## src/rtl/shield_meter_bank_pkg.sv

```systemverilog
// Shared game package: meter state encoding, default meter constants and
// a small sizing helper used by the shield meters, player FSMs and HUD logic.
package shield_meter_bank_pkg;

   // Per-channel meter states.
   typedef enum logic [2:0] {
      ST_READY  = 3'd0,
      ST_DRAIN  = 3'd1,
      ST_DELAY  = 3'd2,
      ST_REGEN  = 3'd3,
      ST_BROKEN = 3'd4
   } meter_state_e;

   // Default meter constants.
   localparam int DEF_NUM_CH      = 2;
   localparam int DEF_W           = 4;
   localparam int DEF_MAX_LVL     = 15;
   localparam int DEF_DRAIN_STEP  = 1;
   localparam int DEF_REGEN_STEP  = 1;
   localparam int DEF_REGEN_DELAY = 2;
   localparam int DEF_BREAK_TICKS = 4;
   localparam int DEF_MIN_USE     = 1;
   localparam int DEF_SYNC_STAGES = 2;

   // Bits needed for a down-counter loaded with n-1 (never narrower than 1).
   function automatic int cnt_width(input int n);
      return (n <= 2) ? 1 : $clog2(n);
   endfunction

endpackage

```

## src/rtl/shield_meter_bank_if.sv

```systemverilog
// Shield meter bus: fast-domain hold requests in, per-channel meter status out.
// The master side is player/HUD logic; the slave side is the meter bank.
interface shield_meter_bank_if #(
   parameter int NUM_CH = 2,
   parameter int W      = 4
);
   logic [NUM_CH-1:0]   hold_req;
   logic [NUM_CH*W-1:0] level;
   logic [NUM_CH-1:0]   shield_ok;
   logic [NUM_CH-1:0]   broken;
   logic [NUM_CH-1:0]   full;

   modport master (
      output hold_req,
      input  level,
      input  shield_ok,
      input  broken,
      input  full
   );

   modport slave (
      input  hold_req,
      output level,
      output shield_ok,
      output broken,
      output full
   );
endinterface

```

## src/rtl/shield_meter_channel.sv

```systemverilog
// One shield meter: READY/DRAIN/DELAY/REGEN/BROKEN FSM with saturating
// drain/regen, a post-release regen delay and a lockout after depletion.
// hold_s must already be synchronous to slowed_shield_clk.
// BREAK_TICKS is expected to be at least 1.
module shield_meter_channel
   import shield_meter_bank_pkg::*;
#(
   parameter int W           = DEF_W,
   parameter int MAX_LVL     = DEF_MAX_LVL,
   parameter int DRAIN_STEP  = DEF_DRAIN_STEP,
   parameter int REGEN_STEP  = DEF_REGEN_STEP,
   parameter int REGEN_DELAY = DEF_REGEN_DELAY,
   parameter int BREAK_TICKS = DEF_BREAK_TICKS,
   parameter int MIN_USE     = DEF_MIN_USE
)(
   input  logic         slowed_shield_clk,
   input  logic         reset,
   input  logic         hold_s,
   output logic [W-1:0] level,
   output logic         shield_ok,
   output logic         broken,
   output logic         full
);

   localparam int DW = cnt_width(REGEN_DELAY);
   localparam int BW = cnt_width(BREAK_TICKS);

   localparam logic [W-1:0]  MAX_LW     = W'(MAX_LVL);
   localparam logic [W:0]    MAX_W1     = (W+1)'(MAX_LVL);
   localparam logic [W:0]    MIN_W1     = (W+1)'(MIN_USE);
   localparam logic [W:0]    DRAIN_W1   = (W+1)'(DRAIN_STEP);
   localparam logic [W:0]    REGEN_W1   = (W+1)'(REGEN_STEP);
   localparam logic [DW-1:0] DELAY_INIT = (REGEN_DELAY == 0) ? '0 : DW'(REGEN_DELAY - 1);
   localparam logic [BW-1:0] BREAK_INIT = BW'(BREAK_TICKS - 1);

   meter_state_e  state_q, state_d;
   logic [W-1:0]  level_q, level_d;
   logic [DW-1:0] delay_cnt_q, delay_cnt_d;
   logic [BW-1:0] break_cnt_q, break_cnt_d;
   logic          rearm_q, rearm_d;
   logic          shield_ok_q, shield_ok_d;
   logic          broken_q, broken_d;
   logic          full_q, full_d;

   logic          do_drain;
   logic [W:0]    drain_w1, regen_w1;
   logic [W-1:0]  drain_lvl, regen_lvl;

   // Saturating arithmetic in W+1 bits: the extra bit catches the borrow
   // below 0 and the overshoot above MAX_LVL.
   assign drain_w1  = {1'b0, level_q} - DRAIN_W1;
   assign drain_lvl = drain_w1[W] ? '0 : drain_w1[W-1:0];
   assign regen_w1  = {1'b0, level_q} + REGEN_W1;
   assign regen_lvl = (regen_w1 > MAX_W1) ? MAX_LW : regen_w1[W-1:0];

   // Next-state, counters, rearm and the registered status outputs.
   always_comb begin
      // NOTE: every variable gets a default before the case so no path
      // leaves one unassigned, which would infer a latch.
      state_d     = state_q;
      level_d     = level_q;
      delay_cnt_d = delay_cnt_q;
      break_cnt_d = break_cnt_q;
      rearm_d     = rearm_q | ~hold_s;
      do_drain    = 1'b0;

      case (state_q)
         ST_READY: begin
            if (hold_s && rearm_q) do_drain = 1'b1;
         end
         ST_DRAIN: begin
            if (hold_s) begin
               do_drain = 1'b1;
            end else if (REGEN_DELAY == 0) begin
               state_d = ST_REGEN;
            end else begin
               state_d     = ST_DELAY;
               delay_cnt_d = DELAY_INIT;
            end
         end
         ST_DELAY: begin
            if (hold_s) begin
               do_drain = 1'b1;
            end else if (delay_cnt_q == '0) begin
               state_d = ST_REGEN;
            end else begin
               delay_cnt_d = delay_cnt_q - DW'(1);
            end
         end
         ST_REGEN: begin
            if (hold_s && rearm_q && ({1'b0, level_q} >= MIN_W1)) begin
               do_drain = 1'b1;
            end else begin
               level_d = regen_lvl;
               if (regen_lvl == MAX_LW) state_d = ST_READY;
            end
         end
         ST_BROKEN: begin
            // Button is ignored during lockout; only the timer matters.
            if (break_cnt_q == '0) state_d = ST_REGEN;
            else                   break_cnt_d = break_cnt_q - BW'(1);
         end
         default: state_d = ST_READY;
      endcase

      // Every entry into DRAIN applies one drain step on the same edge.
      if (do_drain) begin
         level_d = drain_lvl;
         if (drain_lvl == '0) begin
            state_d     = ST_BROKEN;
            break_cnt_d = BREAK_INIT;
            rearm_d     = 1'b0;
         end else begin
            state_d = ST_DRAIN;
         end
      end

      shield_ok_d = (state_d != ST_BROKEN) && rearm_d && ({1'b0, level_d} >= MIN_W1);
      broken_d    = (state_d == ST_BROKEN);
      full_d      = (level_d == MAX_LW);
   end

   // Meter state register with synchronous active-low reset.
   always_ff @(posedge slowed_shield_clk) begin
      // NOTE: reset is sampled on the clock edge only; it is not in the
      // sensitivity list, so a reset pulse between edges has no effect.
      if (!reset) begin
         // NOTE: sequential state uses non-blocking assignments so every
         // flop samples its pre-edge inputs regardless of statement order.
         state_q     <= ST_READY;
         level_q     <= MAX_LW;
         delay_cnt_q <= '0;
         break_cnt_q <= '0;
         rearm_q     <= 1'b1;
         shield_ok_q <= 1'b1;
         broken_q    <= 1'b0;
         full_q      <= 1'b1;
      end else begin
         state_q     <= state_d;
         level_q     <= level_d;
         delay_cnt_q <= delay_cnt_d;
         break_cnt_q <= break_cnt_d;
         rearm_q     <= rearm_d;
         shield_ok_q <= shield_ok_d;
         broken_q    <= broken_d;
         full_q      <= full_d;
      end
   end

   assign level     = level_q;
   assign shield_ok = shield_ok_q;
   assign broken    = broken_q;
   assign full      = full_q;

endmodule

```

## src/rtl/shield_meter_bank.sv

```systemverilog
// Bank of NUM_CH independent shield meters on the 2 Hz slowed_shield_clk.
// Fast-domain hold requests pass through a SYNC_STAGES-deep synchroniser
// per channel before reaching that channel's meter FSM.
module shield_meter_bank
   import shield_meter_bank_pkg::*;
#(
   parameter int NUM_CH      = DEF_NUM_CH,
   parameter int W           = DEF_W,
   parameter int MAX_LVL     = DEF_MAX_LVL,
   parameter int DRAIN_STEP  = DEF_DRAIN_STEP,
   parameter int REGEN_STEP  = DEF_REGEN_STEP,
   parameter int REGEN_DELAY = DEF_REGEN_DELAY,
   parameter int BREAK_TICKS = DEF_BREAK_TICKS,
   parameter int MIN_USE     = DEF_MIN_USE,
   parameter int SYNC_STAGES = DEF_SYNC_STAGES
)(
   input  logic               slowed_shield_clk,
   input  logic               reset,
   shield_meter_bank_if.slave bus
);

   logic [NUM_CH-1:0][SYNC_STAGES-1:0] sync_q, sync_d;
   logic [NUM_CH-1:0]                  hold_s;
   logic [W-1:0]                       ch_level [NUM_CH];
   logic [NUM_CH-1:0]                  ch_ok, ch_broken, ch_full;
   logic [NUM_CH*W-1:0]                level_flat;

   // Shift each request one stage deeper; the last stage is the meter's view.
   always_comb begin
      for (int c = 0; c < NUM_CH; c++) begin
         sync_d[c] = {sync_q[c][SYNC_STAGES-2:0], bus.hold_req[c]};
         hold_s[c] = sync_q[c][SYNC_STAGES-1];
      end
   end

   // Synchroniser flops, cleared on reset so a held button restarts the latency.
   always_ff @(posedge slowed_shield_clk) begin
      if (!reset) sync_q <= '0;
      else        sync_q <= sync_d;
   end

   for (genvar c = 0; c < NUM_CH; c++) begin : g_ch
      shield_meter_channel #(
         .W           (W),
         .MAX_LVL     (MAX_LVL),
         .DRAIN_STEP  (DRAIN_STEP),
         .REGEN_STEP  (REGEN_STEP),
         .REGEN_DELAY (REGEN_DELAY),
         .BREAK_TICKS (BREAK_TICKS),
         .MIN_USE     (MIN_USE)
      ) u_ch (
         .slowed_shield_clk (slowed_shield_clk),
         .reset             (reset),
         .hold_s            (hold_s[c]),
         .level             (ch_level[c]),
         .shield_ok         (ch_ok[c]),
         .broken            (ch_broken[c]),
         .full              (ch_full[c])
      );
   end

   // Pack per-channel levels with channel c at [c*W +: W].
   always_comb begin
      level_flat = '0;
      for (int c = 0; c < NUM_CH; c++) level_flat[c*W +: W] = ch_level[c];
   end

   assign bus.level     = level_flat;
   assign bus.shield_ok = ch_ok;
   assign bus.broken    = ch_broken;
   assign bus.full      = ch_full;

endmodule

```

## src/flat_wrapper.sv

```systemverilog
// flat-port wrapper written by rule: the top's interface ports become plain ports
module shield_meter_bank_flat import shield_meter_bank_pkg::*;
#(
   parameter int NUM_CH      = DEF_NUM_CH,
   parameter int W           = DEF_W,
   parameter int MAX_LVL     = DEF_MAX_LVL,
   parameter int DRAIN_STEP  = DEF_DRAIN_STEP,
   parameter int REGEN_STEP  = DEF_REGEN_STEP,
   parameter int REGEN_DELAY = DEF_REGEN_DELAY,
   parameter int BREAK_TICKS = DEF_BREAK_TICKS,
   parameter int MIN_USE     = DEF_MIN_USE,
   parameter int SYNC_STAGES = DEF_SYNC_STAGES
)
  (slowed_shield_clk, reset, bus_hold_req, bus_level, bus_shield_ok, bus_broken, bus_full);
  shield_meter_bank_if #(.NUM_CH(NUM_CH), .W(W)) bus_i ();
  input  logic slowed_shield_clk;
  input  logic reset;
  input wire logic [$bits(bus_i.hold_req)-1:0] bus_hold_req;
  output wire logic [$bits(bus_i.level)-1:0] bus_level;
  output wire logic [$bits(bus_i.shield_ok)-1:0] bus_shield_ok;
  output wire logic [$bits(bus_i.broken)-1:0] bus_broken;
  output wire logic [$bits(bus_i.full)-1:0] bus_full;
  assign bus_i.hold_req = bus_hold_req;
  assign bus_level = bus_i.level;
  assign bus_shield_ok = bus_i.shield_ok;
  assign bus_broken = bus_i.broken;
  assign bus_full = bus_i.full;
  shield_meter_bank #(.NUM_CH(NUM_CH), .W(W), .MAX_LVL(MAX_LVL), .DRAIN_STEP(DRAIN_STEP), .REGEN_STEP(REGEN_STEP), .REGEN_DELAY(REGEN_DELAY), .BREAK_TICKS(BREAK_TICKS), .MIN_USE(MIN_USE), .SYNC_STAGES(SYNC_STAGES)) u_core (.slowed_shield_clk(slowed_shield_clk), .reset(reset), .bus(bus_i));
endmodule
```

## config.mk

```make
export PLATFORM = sky130hd
export DESIGN_NAME = shield_meter_bank_flat
export DESIGN_NICKNAME = d
export VERILOG_FILES = /design/src/rtl/shield_meter_bank_pkg.sv /design/src/rtl/shield_meter_bank_if.sv /design/src/rtl/shield_meter_channel.sv /design/src/rtl/shield_meter_bank.sv /design/src/flat_wrapper.sv
export SDC_FILE = /design/constraint.sdc
export NUM_CORES = 1
export LEC_CHECK = 0
export ABC_AREA = 1
export BUFFER_PORTS_ARGS = -buffer_cell sky130_fd_sc_hd__buf_2
export CORE_MARGIN = 2
export CORE_UTILIZATION = 42
export CTS_CLUSTER_SIZE = 24
export DETAILED_ROUTE_END_ITERATION = 8
export GPL_TIMING_DRIVEN = 0
export PLACE_DENSITY = 0.69
export SETUP_SLACK_MARGIN = 0.2
export SYNTH_ARGS = -nofsm -noshare
export SYNTH_HDL_FRONTEND = slang
export SYNTH_HIERARCHICAL = 1
export SYNTH_SLANG_ARGS = --single-unit
```

## constraint.sdc

```tcl
create_clock -name slowed_shield_clk -period 2.3 [get_ports slowed_shield_clk]
set_clock_uncertainty 0.15 [all_clocks]
set_input_delay 0.46 -clock slowed_shield_clk [delete_from_list [all_inputs] [get_ports slowed_shield_clk]]
set_output_delay 0.46 -clock slowed_shield_clk [all_outputs]
set_load 0.02 [all_outputs]
```

==> results.md, run 1 <==
Final layout:
- The post-route standard cell area excluding fillers is 2370 um^2.
- Excluding fillers, the count of instances in the completed layout stands at 412.
- The number of inserted filler cells in the final layout is 510.
- Compared with the post-synthesis result, the final layout area differs by 14.6%.
- The share of layout cells above drive strength 1 is 18.8%.
- The final net count is 356.
- Measured on the finished design, the core utilization comes to 49.9%.
- The number of antenna diodes in the final layout is 0.

Min path:
- Along the worst hold path, the cell count comes to 3.
- The tightest min-delay check is of the in2reg type.

Routing:
- Dividing the detail-routed via count by the number of cells gives 4.86.
- The remaining antenna violation count after routing is 0.
- After the first detailed-routing iteration, the DRC count stood at 133.
- The routed length on met3 is 145 um.
- The uppermost layer routed is met4.
- The total met2 wirelength after detailed routing is 2.07 mm.
- Dividing the detail-routed wire length by the instance count gives 10.4 um.
- For this run, the detailed router's first-pass iteration total came to 4.
- After detailed routing, the wire length on met1 is 2.00 mm.
- Across all layers, the routed design uses 2002 vias.
- In the routed design, unresolved DRC markers number 0.
- The total wirelength of the detailed-routed design is 4.27 mm.

Timing:
- The relative slew slack is 77.3%.
- The final clock period utilization by the worst path is 84.4%.
- The total count of max-transition violations in the final report is 0.
- The sum of negative setup slack is 0 ns.
- The highest achievable clock rate is 515 MHz.
- The count of final hold-check violations is 0.
- The actual slew at the worst max-slew pin is 0.337 ns.
- Setup repair after global routing could not meet its margin everywhere.
- The clock period minus final worst setup slack is 1.94 ns.
- The number of setup violations in the final report is 0.

Critical path:
- The worst register-to-register path begins at u_core/g_ch[1].u_ch/level[0].
- The critical path is of the reg2reg type.
- Data on the critical path arrives at its endpoint at 1.96 ns.
- The depth of the worst register-to-register path is 11.
- The end of the worst register-to-register path is u_core/g_ch[1].u_ch/state_q[0].
- Traced cell by cell, the critical path runs through inv_2 > ha_1 > or2_2 > nor2_1 > nand2_1 > nand3_1 > nand3_1 > o21ai_1 > nand3_1 > nand2_1 > nor2_1.
- The worst stage delay on the critical path is 0.41 ns.
- For the worst setup path, the data required time is 2.32 ns.
- The worst setup path is captured at a flop.
- Tracing the worst setup path back leads to its startpoint at u_core/g_ch[1].u_ch/level[0].
- In this run the worst path has a maximum fanout of 8.
- The worst setup path is launched from a flop.
- The most critical setup path has its endpoint at u_core/g_ch[1].u_ch/state_q[0].
- The slowest stage cell on the critical path is sky130_fd_sc_hd__dfxtp_2.
- Setup slack on the worst reg-to-reg path comes out at 0.36 ns.
- The most numerous cell type found on the critical path is sky130_fd_sc_hd__nand3_1.

Logic synthesis:
- In the synthesized netlist the async set-or-reset flop fraction comes to 0%.
- The average instance in the mapped netlist occupies 6.47 um^2.
- The dominant register cell in the synthesized netlist is sky130_fd_sc_hd__dfxtp_1.
- The cell count after synthesis is 320.
- Synthesis instantiated 26 different standard cells from the library.
- In the post-synthesis netlist, the biggest area contributors are sky130_fd_sc_hd__dfxtp_1 31%, sky130_fd_sc_hd__nand2_1 21%, sky130_fd_sc_hd__nand3_1 7.7%.
- In the post-synthesis netlist, the cell with the most instances is sky130_fd_sc_hd__nand2_1.
- The synthesized design devotes to its leading area cell type 30.9% of total area.
- Synthesis inferred 32 register bits.
- In the synthesized netlist, the cells that appear most often are 114 x sky130_fd_sc_hd__nand2_1, 34 x sky130_fd_sc_hd__inv_1, 32 x sky130_fd_sc_hd__dfxtp_1, 32 x sky130_fd_sc_hd__nand3_1, 24 x sky130_fd_sc_hd__nor2_1.
- The number of warning messages in the yosys log is 6.
- The sequential share of the synthesized area is 30.9%.
- Counting flops with a built-in enable in the synthesized netlist gives 0.
- The number of nets handed over by synthesis was 332.
- The synthesized area is 2070 um^2.
- The post-synthesis cell type with the largest combined area is sky130_fd_sc_hd__dfxtp_1.

Flow run:
- Across the run, the number of max-cap violations was 0.

Floorplan:
- The I/O pin total is 18.
- In this run the horizontal extent of the chip is 74.2 um.
- The initial utilization of the core area, before any placement, comes to 43.6%.
- The die is 74.2 um tall.
- The die outline area is 5510 um^2.
- The standard-cell row count is 25.
- The area of the core is 4750 um^2.

Power:
- VDD sags by at most 0.409 mV.
- The internal power component is 0.00103 W.
- Net switching is 26.0% of the power.
- The share of total power dissipated in combinational logic is 15.3%.
- Per report_power, the sequential group accounts for 42.8% of the total.
- The analysis attributes to cell leakage a power of 1.23 nW.
- The power density normalized to cell area is 585 nW/um^2.
- In this run the power spent charging and discharging nets is 0.000361 W.
- The clock network burns 41.9% of the power.

Global routing:
- The overall fraction of global-route tracks in use is 16.8%.
- The first global-routing pass estimated 7.20 mm of wire.
- The aggregate global routing overflow is 0.
- The number of antenna violations at the first check in global routing is 0.
- Entering global routing, the biggest net connects 11 pins.
- The via count of the first global-routing pass is 1736.

CTS:
- The clock reaches the later pin of the worst-skew pair after 0.28 ns.
- In this run, CTS created clock tree buffers numbering 5.
- The root buffer cell is sky130_fd_sc_hd__clkbuf_8.
- The tree built by TritonCTS fans out to 32 sinks.
- Counting along the longest clock path gives a buffer depth of 2.
- The clock tree from TritonCTS is done.
- The total number of H-tree levels is 2.
- After clock tree synthesis, the clock-pin slew on the worst setup and hold paths is 0.07 ns.

Placed design:
- The final weighted congestion of routability-driven global placement is 0.870.
- The HPWL after detailed placement is 3.29 mm.
- The total placed cells including tap cells is 404.
- The port buffer count is 17.
- The placed instances occupy a cell area of 2240 um^2.

Status:
- The flow ran to the end, and the final reports show no timing, DRC or antenna violations.
[layout make-up]
cell class | count | area, um^2 | share of cell area, %
clock buffer | 7 | 96.3 | 4.06
sequential | 32 | 648 | 27.3
buffer | 4 | 25.0 | 1.05
timing repair buffer | 17 | 85.1 | 3.58
tap | 67 | 83.8 | 3.53
clock inverter | 1 | 30.0 | 1.26
inverter | 40 | 150 | 6.32
multi-input combinational | 244 | 1260 | 52.9
[critical path: cells and delay by family, from the launching register on]
kind	cells	cell delay [ns]
buffers and inverters	1	0.10
AO/OA/AOI/OAI	1	0.17
flip-flops	1	0.41
adder cells (fa/ha/maj)	1	0.19
AND/OR/NAND/NOR	8	0.80
[cell families after synthesis]
kind of cell	share of synthesized area (%)
buffers and inverters	8.45
adders and majority gates	4.83
xor gates and xnor gates	0.846
DFF	30.9
AOI/OAI and AO/OA	7.61
and+or+nand+nor	47.3
[layout by cell type, fill, tap and decap left out]
master,netlist,final
sky130_fd_sc_hd__ha_1,8,8
sky130_fd_sc_hd__o21ai_1,2,6
sky130_fd_sc_hd__dfxtp_1,32,28
sky130_fd_sc_hd__nand4_2,2,2
sky130_fd_sc_hd__buf_4,2,2
sky130_fd_sc_hd__o21ai_0,10,6
sky130_fd_sc_hd__o21a_1,4,4
sky130_fd_sc_hd__a21oi_1,8,8
sky130_fd_sc_hd__buf_2,0,17
sky130_fd_sc_hd__nand2_1,114,114
sky130_fd_sc_hd__bufinv_16,0,1
sky130_fd_sc_hd__a31oi_1,2,2
sky130_fd_sc_hd__nand3_2,4,4
sky130_fd_sc_hd__a21boi_1,2,2
sky130_fd_sc_hd__dfxtp_4,0,1
sky130_fd_sc_hd__dfxtp_2,0,3
sky130_fd_sc_hd__inv_2,6,8
sky130_fd_sc_hd__inv_1,34,32
sky130_fd_sc_hd__nor3_1,2,2
sky130_fd_sc_hd__clkbuf_2,2,2
sky130_fd_sc_hd__nand4_1,6,6
sky130_fd_sc_hd__nand3b_1,2,2
sky130_fd_sc_hd__nand3_1,32,32
sky130_fd_sc_hd__or2_2,4,4
sky130_fd_sc_hd__nor3_4,2,2
sky130_fd_sc_hd__nor2_1,24,24
sky130_fd_sc_hd__nand2_2,10,10
sky130_fd_sc_hd__nand4_4,2,2
sky130_fd_sc_hd__xor2_1,2,2
sky130_fd_sc_hd__and2_1,2,2
sky130_fd_sc_hd__clkbuf_8,0,7
[power groups by stage]
| stage | logic, W | registers (W) | clock network [W] |
|---|---|---|---|
| after floorplan | 0.000154 | 0.000613 | 0 |
| after global placement | 0.000206 | 0.000606 | 0 |
| after detailed placement | 0.000210 | 0.000606 | 0 |
| after CTS | 0.000211 | 0.000594 | 0.000605 |
| after global routing | 0.000240 | 0.000598 | 0.000627 |
| final | 0.000212 | 0.000595 | 0.000581 |
[worst min path at each step]
stage / slack, ns / startpoint / to
3_3_place_gp: 0.25 / u_core/sync_d[3] / u_core/hold_s[1]
2_1_floorplan: 0.24 / u_core/sync_d[1] / u_core/hold_s[0]
5_1_grt: 0.20 / bus_hold_req[0] / u_core/sync_d[1]
3_5_place_dp: 0.25 / u_core/sync_d[1] / u_core/hold_s[0]
6_report: 0.20 / bus_hold_req[0] / u_core/sync_d[1]
4_1_cts: 0.19 / bus_hold_req[0] / u_core/sync_d[1]
[sequential cells by signal, indices dropped and copies added, names as in the netlist]
| signal | cells |
|---|---|
| u_core/g_ch.u_ch/level | 8 |
| u_core/g_ch.u_ch/delay_cnt_q | 2 |
| u_core/g_ch.u_ch/break_cnt_q | 4 |
| u_core/sync_d | 2 |
| u_core/g_ch.u_ch/broken | 2 |
| u_core/hold_s | 2 |
| u_core/g_ch.u_ch/shield_ok | 2 |
| u_core/g_ch.u_ch/state_q | 6 |
| u_core/g_ch.u_ch/full | 2 |
| u_core/g_ch.u_ch/rearm_q | 2 |
[per-stage QoR]
step	power [W]	worst slack, ns	hold slack [ns]
after detailed placement	0.000816	0.0533	0.254
final	0.00139	0.358	0.201
after CTS	0.00141	0.222	0.190
after global routing	0.00146	0.182	0.202
after global placement	0.000812	0.0921	0.250
after floorplan	0.000767	0.226	0.240
[routing by layer]
layer  vias to the layer above  track usage [%]
li1                       1069                -
met1                       905             19.9
met2                        23             28.8
met3                         5             4.07
met4                         0             7.94
met5                         -                0
[what timing repair did]
item / 4_1_cts / 5_1_grt
setup endpoints to repair: 6 / 8
setup buffers: 0 / 0
endpoints found under the hold margin: 0 / 0
gates cloned: 0 / 0
hold buffers: 0 / 0
resized for setup: 3 / 8
Power figures use the tool's default switching activity.
==> run 2, diff against run 1 <==
- clock period: 2.3 -> 1.8 ns (I/O delays scaled with it)
==> results.md, run 2 (synthesis results as in run 1) <==
Floorplan:
- The overall die height is 74.2 um.
- Measured along the x axis, the die boundary spans 74.2 um.
- The die covers 5510 um^2.
- The area of the core is 4750 um^2.
- Pin placement for this block handled 18 I/O pins.
- The standard-cell row count is 25.
- Once the floorplan was initialized, standard cells occupied 43.6% of the core.

Timing:
- Dividing the final minimum period by the clock period gives 101%.
- The total count of max-transition violations in the final report came to 0.
- At the pin with the least slew margin, the transition time is 0.505 ns.
- Setup violations remaining at the end of the flow were counted as 2.
- Setup repair after global routing could not meet its margin everywhere.
- The count of final hold-check violations is 0.
- After layout, the minimum clock period comes to 1.82 ns.
- Based on the critical path, the design can be clocked at up to 549 MHz.
- Headroom to the max-slew limit came out at 66.0%.
- The least setup slack across all paths after layout is -0.0208 ns.

Global routing:
- The number of antenna violations at the first check in global routing is 0.
- The total overflow left after global routing is 0.
- Global routing consumed, on the met2 layer, 36.7% of the routing resources.
- The routing usage on met1 is 23.5%.
- The routing layer with the top usage in global route is met2.
- The wire length of the first global-routing pass is 8.69 mm.
- For this run, the total global-route usage over all layers was measured as 20.3%.
- In the global route stage, met3 resource usage came out at 4.20%.
- The via count of the first global-routing pass was 1997.
- The largest net degree at the start of global routing is 11.

Routing:
- The initial detailed-routing violation count is 92.
- The remaining antenna violation count after routing is 0.
- The routed layout has 2196 vias.
- In the routed layout, each cell is associated on average with a via count of 4.99.
- Wires add up to 5.47 mm.
- Before antenna repair, the detailed router went through 5 iterations.
- In the routed design, unresolved DRC markers number 0.
- After detailed routing, the average wire length per cell comes to 12.4 um.

Final layout:
- The number of diodes is 0.
- The area added between synthesis and finish is 46.8%.
- The flip-flop count of the largest register after layout is 8.
- At the end of the flow, the number of nets in the layout was 384.
- In the layout the commonest cells are 90 x sky130_fd_sc_hd__nand2_1, 28 x sky130_fd_sc_hd__inv_1, 23 x sky130_fd_sc_hd__nand2_2, 23 x sky130_fd_sc_hd__dfxtp_1, 21 x sky130_fd_sc_hd__nand3_1.
- The count of placed standard cells in the final layout, fillers left out is 440.
- In the final layout, the share of cells above drive strength 1 is 43.2%.
- The library cell used most frequently in the layout, excluding fill and tap cells, is sky130_fd_sc_hd__nand2_1.
- The layout has 394 filler cells.

Min path:
- The path class of the tightest hold or removal check is in2reg.
- The worst hold path depth is 3.

Power:
- The largest vdd supply drop is 0.757 mV.
- Per report_power, the clock group accounts for 34.8% of the total.
- Summing internal, switching and leakage power gives 0.00178 W.
- The power density normalized to cell area is 585 nW/um^2.
- The internal power component is 0.00124 W.
- The switching part of the total power is 30.1%.
- Per report_power, the combinational group accounts for 22.3% of the total.
- Per report_power, the sequential group accounts for 42.9% of the total.
- For this design the static power due to leakage is 1.40 nW.
- In this run the power spent charging and discharging nets is 0.000536 W.

CTS:
- In this run, CTS created clock tree buffers numbering 5.
- Clock latency on the worst-skew pair, taken at its later pin, is 0.29 ns.
- CTS saw 32 sinks.
- The root buffer cell is sky130_fd_sc_hd__clkbuf_8.
- Clock-pin slew was measured on the worst setup and hold paths at 0.07 ns.
- TritonCTS built the clock tree.
- The H-tree was split into 2 levels.
- The maximum clock path buffer count is 2.

Critical path:
- STA puts the critical path data required time at 1.88 ns.
- The reg2reg setup slack is -0.02 ns.
- In this run the worst setup path terminates at u_core/g_ch[1].u_ch/full.
- STA puts the critical path data arrival time at 1.90 ns.
- In this run the critical register-to-register path is launched from u_core/g_ch[1].u_ch/level[1].
- The depth of the worst register-to-register path is 13.
- The type of origin of the critical path is a flop.
- The critical path starts at u_core/g_ch[1].u_ch/level[1].
- The signal on the critical path passes through buf_6 > ha_4 > or2_4 > nor2_2 > nand2_1 > nand3_2 > nand2_1 > nand3_2 > nand2_2 > buf_6 > nor2_1 > nand2_1 > nand2_1.
- STA classifies the critical path endpoint as a flop.
- The worst setup path is of the reg2reg kind.
- The peak fanout along the critical path is 6.
- The endpoint identified for the worst register-to-register timing path is u_core/g_ch[1].u_ch/full.
- Counting stages on the worst path, the most repeated cell is sky130_fd_sc_hd__nand2_1.
- The slowest stage of the critical path is the sky130_fd_sc_hd__dfxtp_4 cell.
- The worst stage delay on the critical path is 0.38 ns.

Placed design:
- The congestion estimate from routability-driven global placement came to 0.879.
- The HPWL after detailed placement is 3.30 mm.
- The worst slack after detailed placement is -0.0562 ns.
- The port buffer count is 17.
- The total placed cells including tap cells is 404.

Flow run:
- Across the run, the number of max-cap violations was 0.

Status:
- The final reports fail on negative setup slack.
- The run finished, with violations left.
## run 2: cell types whose count changed in the layout (fill, tap and decap cells not counted), moves of 6 or more
| cell | before | now |
|---|---|---|
| sky130_fd_sc_hd__nand3_1 | 32 | 21 |
| sky130_fd_sc_hd__buf_6 | 0 | 14 |
| sky130_fd_sc_hd__ha_1 | 8 | 0 |
| sky130_fd_sc_hd__nand3_4 | 0 | 6 |
| sky130_fd_sc_hd__nand2_1 | 114 | 90 |
| sky130_fd_sc_hd__nand2_4 | 0 | 11 |
| sky130_fd_sc_hd__nand2_2 | 10 | 23 |
| sky130_fd_sc_hd__ha_4 | 0 | 7 |
| sky130_fd_sc_hd__buf_4 | 2 | 16 |
## run 2: critical path, delay by kind of cell (launching register included)
family	cells	cell delay, ns
buf+inv	2	0.24
fa+ha+maj	1	0.14
simple gates	10	0.85
flops	1	0.38
## run 2: cell type report
cell class / count / area, um^2 / area share [%]
buffer: 4 / 28.8 / 0.946
clock buffer: 7 / 97.6 / 3.21
clock inverter: 1 / 5.00 / 0.165
inverter: 40 / 170 / 5.59
multi-input combinational: 244 / 1650 / 54.2
sequential: 32 / 664 / 21.8
tap: 67 / 83.8 / 2.76
timing repair buffer: 45 / 344 / 11.3
## run 2: metrics by stage
stage / util [%] / area [um^2] / hold WS [ns] / setup TNS, ns
3_5_place_dp: 48.9 / 2330 / 0.253 / -0.141
5_1_grt: 64.0 / 3040 / 0.111 / -0.795
6_report: 64.0 / 3040 / 0.0961 / -0.0266
3_3_place_gp: 48.9 / 2330 / 0.250 / -0.100
2_1_floorplan: - / 2160 / 0.240 / 0
4_1_cts: 58.2 / 2770 / 0.0908 / -0.0102
## run 2: worst min-delay path by stage
stage | start | end
after global routing | bus_hold_req[1] | u_core/sync_d[3]
final | bus_hold_req[0] | u_core/sync_d[1]
after floorplan | u_core/sync_d[1] | u_core/hold_s[0]
after CTS | bus_hold_req[0] | u_core/sync_d[1]
after detailed placement | u_core/sync_d[1] | u_core/hold_s[0]
after global placement | u_core/sync_d[1] | u_core/hold_s[0]
## run 2: what timing repair did
action | CTS | global route
buffers inserted | 19 | 9
setup endpoints to repair | 25 | 26
hold buffers | 0 | 0
pin swaps | 31 | 33
gates resized for setup | 47 | 55
## run 2: per-layer routing
metal	routed length, um	vias to the layer above
met5	0	-
met1	2320	1019
met4	61	0
li1	-	1123
met3	194	7
met2	2890	47
## run 2: power groups by stage
stage               registers (W)  logic (W)  clock network (W)
floorplan                0.000785   0.000210                  0
global placement         0.000777   0.000275                  0
detailed placement       0.000777   0.000277                  0
CTS                      0.000761   0.000334           0.000633
global route             0.000766   0.000433           0.000669
finish                   0.000763   0.000396           0.000619
